===== config.mk =====
export PLATFORM = sky130hd
export DESIGN_NAME = interrupt_controller
export DESIGN_NICKNAME = d
export VERILOG_FILES = /design/src/rtl/interrupt_controller.sv
export SDC_FILE = /design/constraint.sdc
export NUM_CORES = 1
export LEC_CHECK = 0
export ABC_AREA = 1
export BUFFER_PORTS_ARGS = -buffer_cell sky130_fd_sc_hd__buf_2
export CAP_MARGIN = 5
export CORE_MARGIN = 2
export CORE_UTILIZATION = 50
export CTS_CLUSTER_DIAMETER = 200
export DETAILED_ROUTE_END_ITERATION = 7
export GPL_ROUTABILITY_DRIVEN = 0
export PLACE_DENSITY_LB_ADDON = 0.08
export SYNTH_ARGS = -nofsm -noshare
export SYNTH_HDL_FRONTEND = slang
export SYNTH_SLANG_ARGS = --single-unit

===== constraint.sdc =====
create_clock -name clk_i -period 1.6 [get_ports clk_i]
set_input_delay 0.08 -clock clk_i [delete_from_list [all_inputs] [get_ports clk_i]]
set_output_delay 0.08 -clock clk_i [all_outputs]
set_load 0.02 [all_outputs]

===== src/rtl/interrupt_controller.sv =====
// Edge-triggered, maskable, fixed-priority interrupt requester for the core's interrupt/ack/RTI handshake.
// Optional ack timeout with sticky error flag is compiled in with `define IRQ_ACK_TIMEOUT_EN.
module interrupt_controller #(
  parameter int NUM_SRC     = 4,
  parameter int VEC_W       = 2,
  parameter int ACK_TIMEOUT = 16
) (
  input  logic               clk_i,
  input  logic               rst_i,
  input  logic [NUM_SRC-1:0] irq_src_i,
  input  logic               mask_we_i,
  input  logic [NUM_SRC-1:0] mask_wdata_i,
  input  logic               ack_i,
  input  logic               rti_done_i,
  output logic               interrupt_o,
  output logic [VEC_W-1:0]   vector_o,
  output logic               in_service_o,
  output logic [NUM_SRC-1:0] pending_o,
  output logic [NUM_SRC-1:0] irq_mask_o,
  output logic               timeout_err_o
);

  if (((1 << VEC_W) < NUM_SRC) || (ACK_TIMEOUT < 1)) begin : g_param_chk
    $error("interrupt_controller: VEC_W too narrow for NUM_SRC or ACK_TIMEOUT < 1");
  end

  typedef enum logic [1:0] {IDLE, REQ, SERVICE} state_t;

  state_t             state_q, state_d;
  logic [NUM_SRC-1:0] src_q;
  logic [NUM_SRC-1:0] pending_q, pending_d;
  logic [NUM_SRC-1:0] mask_q, mask_d;
  logic [VEC_W-1:0]   vector_q, vector_d;
  logic               interrupt_q, interrupt_d;
  logic               in_service_q, in_service_d;

  logic [NUM_SRC-1:0] edge_det;
  logic [NUM_SRC-1:0] eligible;
  logic [VEC_W-1:0]   win;
  logic               expire;

  assign edge_det = irq_src_i & ~src_q;
  assign eligible = pending_q & mask_q;

  // Descending scan so the lowest eligible index is the last (winning) assignment.
  always_comb begin
    win = '0;
    for (int i = NUM_SRC - 1; i >= 0; i--) begin
      if (eligible[i]) win = VEC_W'(i);
    end
  end

`ifdef IRQ_ACK_TIMEOUT_EN
  localparam int CNT_W = $clog2(ACK_TIMEOUT + 1);
  logic [CNT_W-1:0] cnt_q, cnt_d;
  logic             timeout_q, timeout_d;

  assign expire = (state_q == REQ) && !ack_i && (cnt_q == CNT_W'(ACK_TIMEOUT - 1));

  always_comb begin
    cnt_d     = '0;
    timeout_d = timeout_q | expire;
    if (state_q == REQ && !ack_i && !expire) cnt_d = cnt_q + 1'b1;
  end

  always_ff @(posedge clk_i or posedge rst_i) begin
    if (rst_i) begin
      cnt_q     <= '0;
      timeout_q <= 1'b0;
    end else begin
      cnt_q     <= cnt_d;
      timeout_q <= timeout_d;
    end
  end

  assign timeout_err_o = timeout_q;
`else
  assign expire        = 1'b0;
  assign timeout_err_o = 1'b0;
`endif

  always_comb begin
    state_d      = state_q;
    vector_d     = vector_q;
    interrupt_d  = interrupt_q;
    in_service_d = in_service_q;
    pending_d    = pending_q;
    mask_d       = mask_we_i ? mask_wdata_i : mask_q;

    unique case (state_q)
      IDLE: begin
        if (eligible != '0) begin
          vector_d    = win;
          interrupt_d = 1'b1;
          state_d     = REQ;
        end
      end
      REQ: begin
        if (ack_i) begin
          for (int i = 0; i < NUM_SRC; i++) begin
            if (VEC_W'(i) == vector_q) pending_d[i] = 1'b0;
          end
          interrupt_d  = 1'b0;
          in_service_d = 1'b1;
          state_d      = SERVICE;
        end else if (expire) begin
          interrupt_d = 1'b0;
          state_d     = IDLE;
        end
      end
      SERVICE: begin
        if (rti_done_i) begin
          in_service_d = 1'b0;
          state_d      = IDLE;
        end
      end
      default: state_d = IDLE;
    endcase

    // New edges are applied after the ack clear so a coincident re-request survives.
    pending_d = pending_d | edge_det;
  end

  always_ff @(posedge clk_i or posedge rst_i) begin
    if (rst_i) begin
      state_q      <= IDLE;
      src_q        <= '0;
      pending_q    <= '0;
      mask_q       <= '1;
      vector_q     <= '0;
      interrupt_q  <= 1'b0;
      in_service_q <= 1'b0;
    end else begin
      state_q      <= state_d;
      src_q        <= irq_src_i;
      pending_q    <= pending_d;
      mask_q       <= mask_d;
      vector_q     <= vector_d;
      interrupt_q  <= interrupt_d;
      in_service_q <= in_service_d;
    end
  end

  assign interrupt_o  = interrupt_q;
  assign vector_o     = vector_q;
  assign in_service_o = in_service_q;
  assign pending_o    = pending_q;
  assign irq_mask_o   = mask_q;

endmodule


==> impl_metrics.toml <==
[yosys]
syn-mean-instance-area_um2 = 9.72
synth-seq-cells = 18
synth_top_cells_by_count = "23 x sky130_fd_sc_hd__nand2_1, 14 x sky130_fd_sc_hd__dfrtp_1, 10 x sky130_fd_sc_hd__inv_1, 8 x sky130_fd_sc_hd__o21ai_1"
ys.warnings.count = 0
netlist-cell-type-count = 13
post-synth-top-count-cell = "sky130_fd_sc_hd__nand2_1"
synth_edf_count = 0
netlist_instances = 74
mappedNetlistNets = 87
syn_std_cell_area_um2 = 719
synth_ff_type = "sky130_fd_sc_hd__dfrtp_1"
ys_async_sr_fraction_pct = 100
synth_top_area_share_pct = 48.7
synth_sequential_area_ratio_pct = 63.3
yosysTopAreaCell = "sky130_fd_sc_hd__dfrtp_1"
synthTopCellsByArea = "sky130_fd_sc_hd__dfrtp_1 49%, sky130_fd_sc_hd__dfstp_2 15%, sky130_fd_sc_hd__nand2_1 12%"

[clock_network]
clock_sink_count = 18
cts_buffers = 3
cts_tree = "yes"
post_cts.resized_instances = 0
cts_root_buffer = "sky130_fd_sc_hd__clkbuf_4"
ctsHtreeMaxLevel = 1
worst_skew_pair.late_latency_ns = 0.29
clk_pin_slew_ns = 0.10
longest_clk_path_bufs = 2

[pwr]
worst_ir_drop_vdd_uv = 1130
static_leakage_uw = 0.000493
power_per_cell_area_nw_per_um2 = 1590

[routing]
final_antenna_net_count = 0
detail_route.first_pass.iterations = 4
detailroute.via_count = 590
drtIter0Drc = 2
wirelength_mm = 1.44
routed_wire_length_per_instance_um = 11.8
detail_route.drc_violations = 0
via_per_inst = 4.84

[min_path]
min_delay_path_depth = 2
worst_hold_check_path_type = "in -> reg"
min_from = "mask_wdata_i[3]"
worstHoldEndpoint = "irq_mask_o[3]"

[grt]
grtUsageMet1_pct = 19.7
grt_pass1_wl_mm = 2.35
grt_start_max_net_pins = 19
global_route.overflow_total = 0
globalRouteMet2Util_pct = 32.5
grtUsageMet3_pct = 8.26
grt_most_used_layer = "met2"
grt_antenna_before_repair = 0
vias_in_the_first_global_route = 567
grt.total_usage_pct = 18.2

[worst_setup_path]
kind_of_launch_point_of_the_worst_setup_path = "register"
reg2reg_depth = 6
worstPathArrival_ns = 1.02
cp_slowest_cell = "sky130_fd_sc_hd__dfstp_2"
critical_path.n_buffers_inverters = 1
crit_family = "flip-flops"
timing.critical_path.cells = "buf_2"
timing.rr.start = "irq_mask_o[1]"
setup.worst_path.class = "reg -> out"
reg2reg_setup_slack_ns = 0.53
timing.rr.end = "state_q[0]"
crit_path_max_incr_delay_ns = 0.56
worstPathMaxFanout = 4
critPathCaptureType = "output port"
required_ns = 1.52

[sta]
setup_viol = 0
fmaxAchievable_mhz = 913
finClkSkew_ns = 0.00309
rsz_0062_raised_after_global_routing = "false"
final.period_utilization_pct = 68.5
worst_pin_slew_ns = 0.661
timing.slew.headroom_pct = 55.9
layout_setup_ws_ns = 0.505
fin_crit_ns = 1.10
final-hold-violation-count = 0
fin_tns_setup_ns = 0
drv_slew = 0

[floorplanning]
num_rows = 13
ioPinCount = 26
dieHeight_um = 41.9
chipWidth_um = 41.9
dieArea_um2 = 1760
start_util_pct = 54.6
core_area_um2 = 1320

[finish]
final_nets = 121
insertedDiodeCount = 0
final_util_pct = 71.9
share_of_post_route_cells_with_drive_strength_above_1_pct = 35.5
syn_to_final_growth_pct = 31.7

[outcome]
outcome = "finished, final reports clean"

[place]
portBuffers = 24
detailed_place_hpwl_mm = 1.10
dp_worst_setup_slack_ns = 0.546

[flow_run]
drv.max_cap_violation_count = 0
## metal layers
| layer | wire, µm | up-vias | part of all wire (%) |
|---|---|---|---|
| met2 | 749 | 23 | 52 |
| met1 | 573 | 270 | 40 |
| met3 | 98 | 2 | 6.8 |
| met5 | 0 | - | 0 |
| met4 | 14 | 0 | 0.98 |
| li1 | - | 295 | - |
## how the worst max path moves through the flow
| stage | from | end | depth (start not counted) |
|---|---|---|---|
| floorplan | irq_mask_o[1] | state_q[0] | 6 |
| global placement | irq_mask_o[1] | state_q[0] | 6 |
| detailed placement | irq_mask_o[1] | state_q[0] | 6 |
| CTS | irq_mask_o[3] | irq_mask_o[3] | 1 |
| global route | state_q[1] | pending_o[3] | 4 |
| finish | irq_mask_o[3] | irq_mask_o[3] | 1 |
## metrics by stage
step | total power [µW] | instance area (µm²) | instances | hold slack [ns]
2_1_floorplan | 1050 | 719 | 74 | 0.0157
3_3_place_gp | 1220 | 851 | 112 | 0.196
3_5_place_dp | 1240 | 851 | 112 | 0.200
4_1_cts | 1520 | 947 | 122 | 0.0104
5_1_grt | 1620 | 947 | 122 | 0.00236
6_report | 1510 | 947 | 122 | 0.0158
## where the power goes
| group | switching (µW) | total, µW | leakage (µW) | internal (µW) |
|---|---|---|---|---|
| registers | 93.9 | 676 | 0.000196 | 582 |
| clock network | 133 | 271 | 0.0000210 | 139 |
| logic | 360 | 558 | 0.000276 | 198 |
| total | 587 | 1510 | 0.000493 | 919 |
## cells by family (layout without fill, tap and decap cells)
kind of cell | count (synthesis) | after routing | synth area share [%]
DFF | 18 | 18 | 63.3
other | 1 | 1 | 0.521
muxes | 4 | 4 | 6.26
and+or+nand+nor | 29 | 29 | 16.2
AOI/OAI and AO/OA | 10 | 10 | 6.96
buffers and inverters | 12 | 45 | 6.78
## state kept, by name (all words and copies together), names as in the netlist
register      count
vector_o          2
state_q           2
interrupt_o       1
irq_mask_o        4
pending_o         4
src_q             4
in_service_o      1
## placed cells by master, fill, tap and decap left out, drive strengths merged
| cell type | netlist | layout |
|---|---|---|
| buf | 1 | 24 |
| nand2 | 23 | 23 |
| dfrtp | 14 | 14 |
| inv | 11 | 11 |
| o21ai | 10 | 10 |
| dlygate4sd3 | 0 | 6 |
| nand3 | 4 | 4 |
| mux2 | 4 | 4 |
| dfstp | 4 | 4 |
| clkbuf | 0 | 4 |
| nor2 | 2 | 2 |
| conb | 1 | 1 |
## layout make-up
| class | count | area (µm²) |
|---|---|---|
| clock buffers | 4 | 36.3 |
| fillers | 105 | 370 |
| inverters | 11 | 41.3 |
| multi-input cells | 44 | 215 |
| flip-flops and latches | 18 | 455 |
| well taps | 15 | 18.8 |
| repair buffers | 30 | 180 |
## what timing repair did
item | in CTS | in global routing
endpoints found under the hold margin | 19 | 0
setup buffers | 0 | 0
hold buffers | 6 | 0
endpoints found under the setup margin | 0 | 0
No activity file was read; power rests on OpenSTA's default activity.
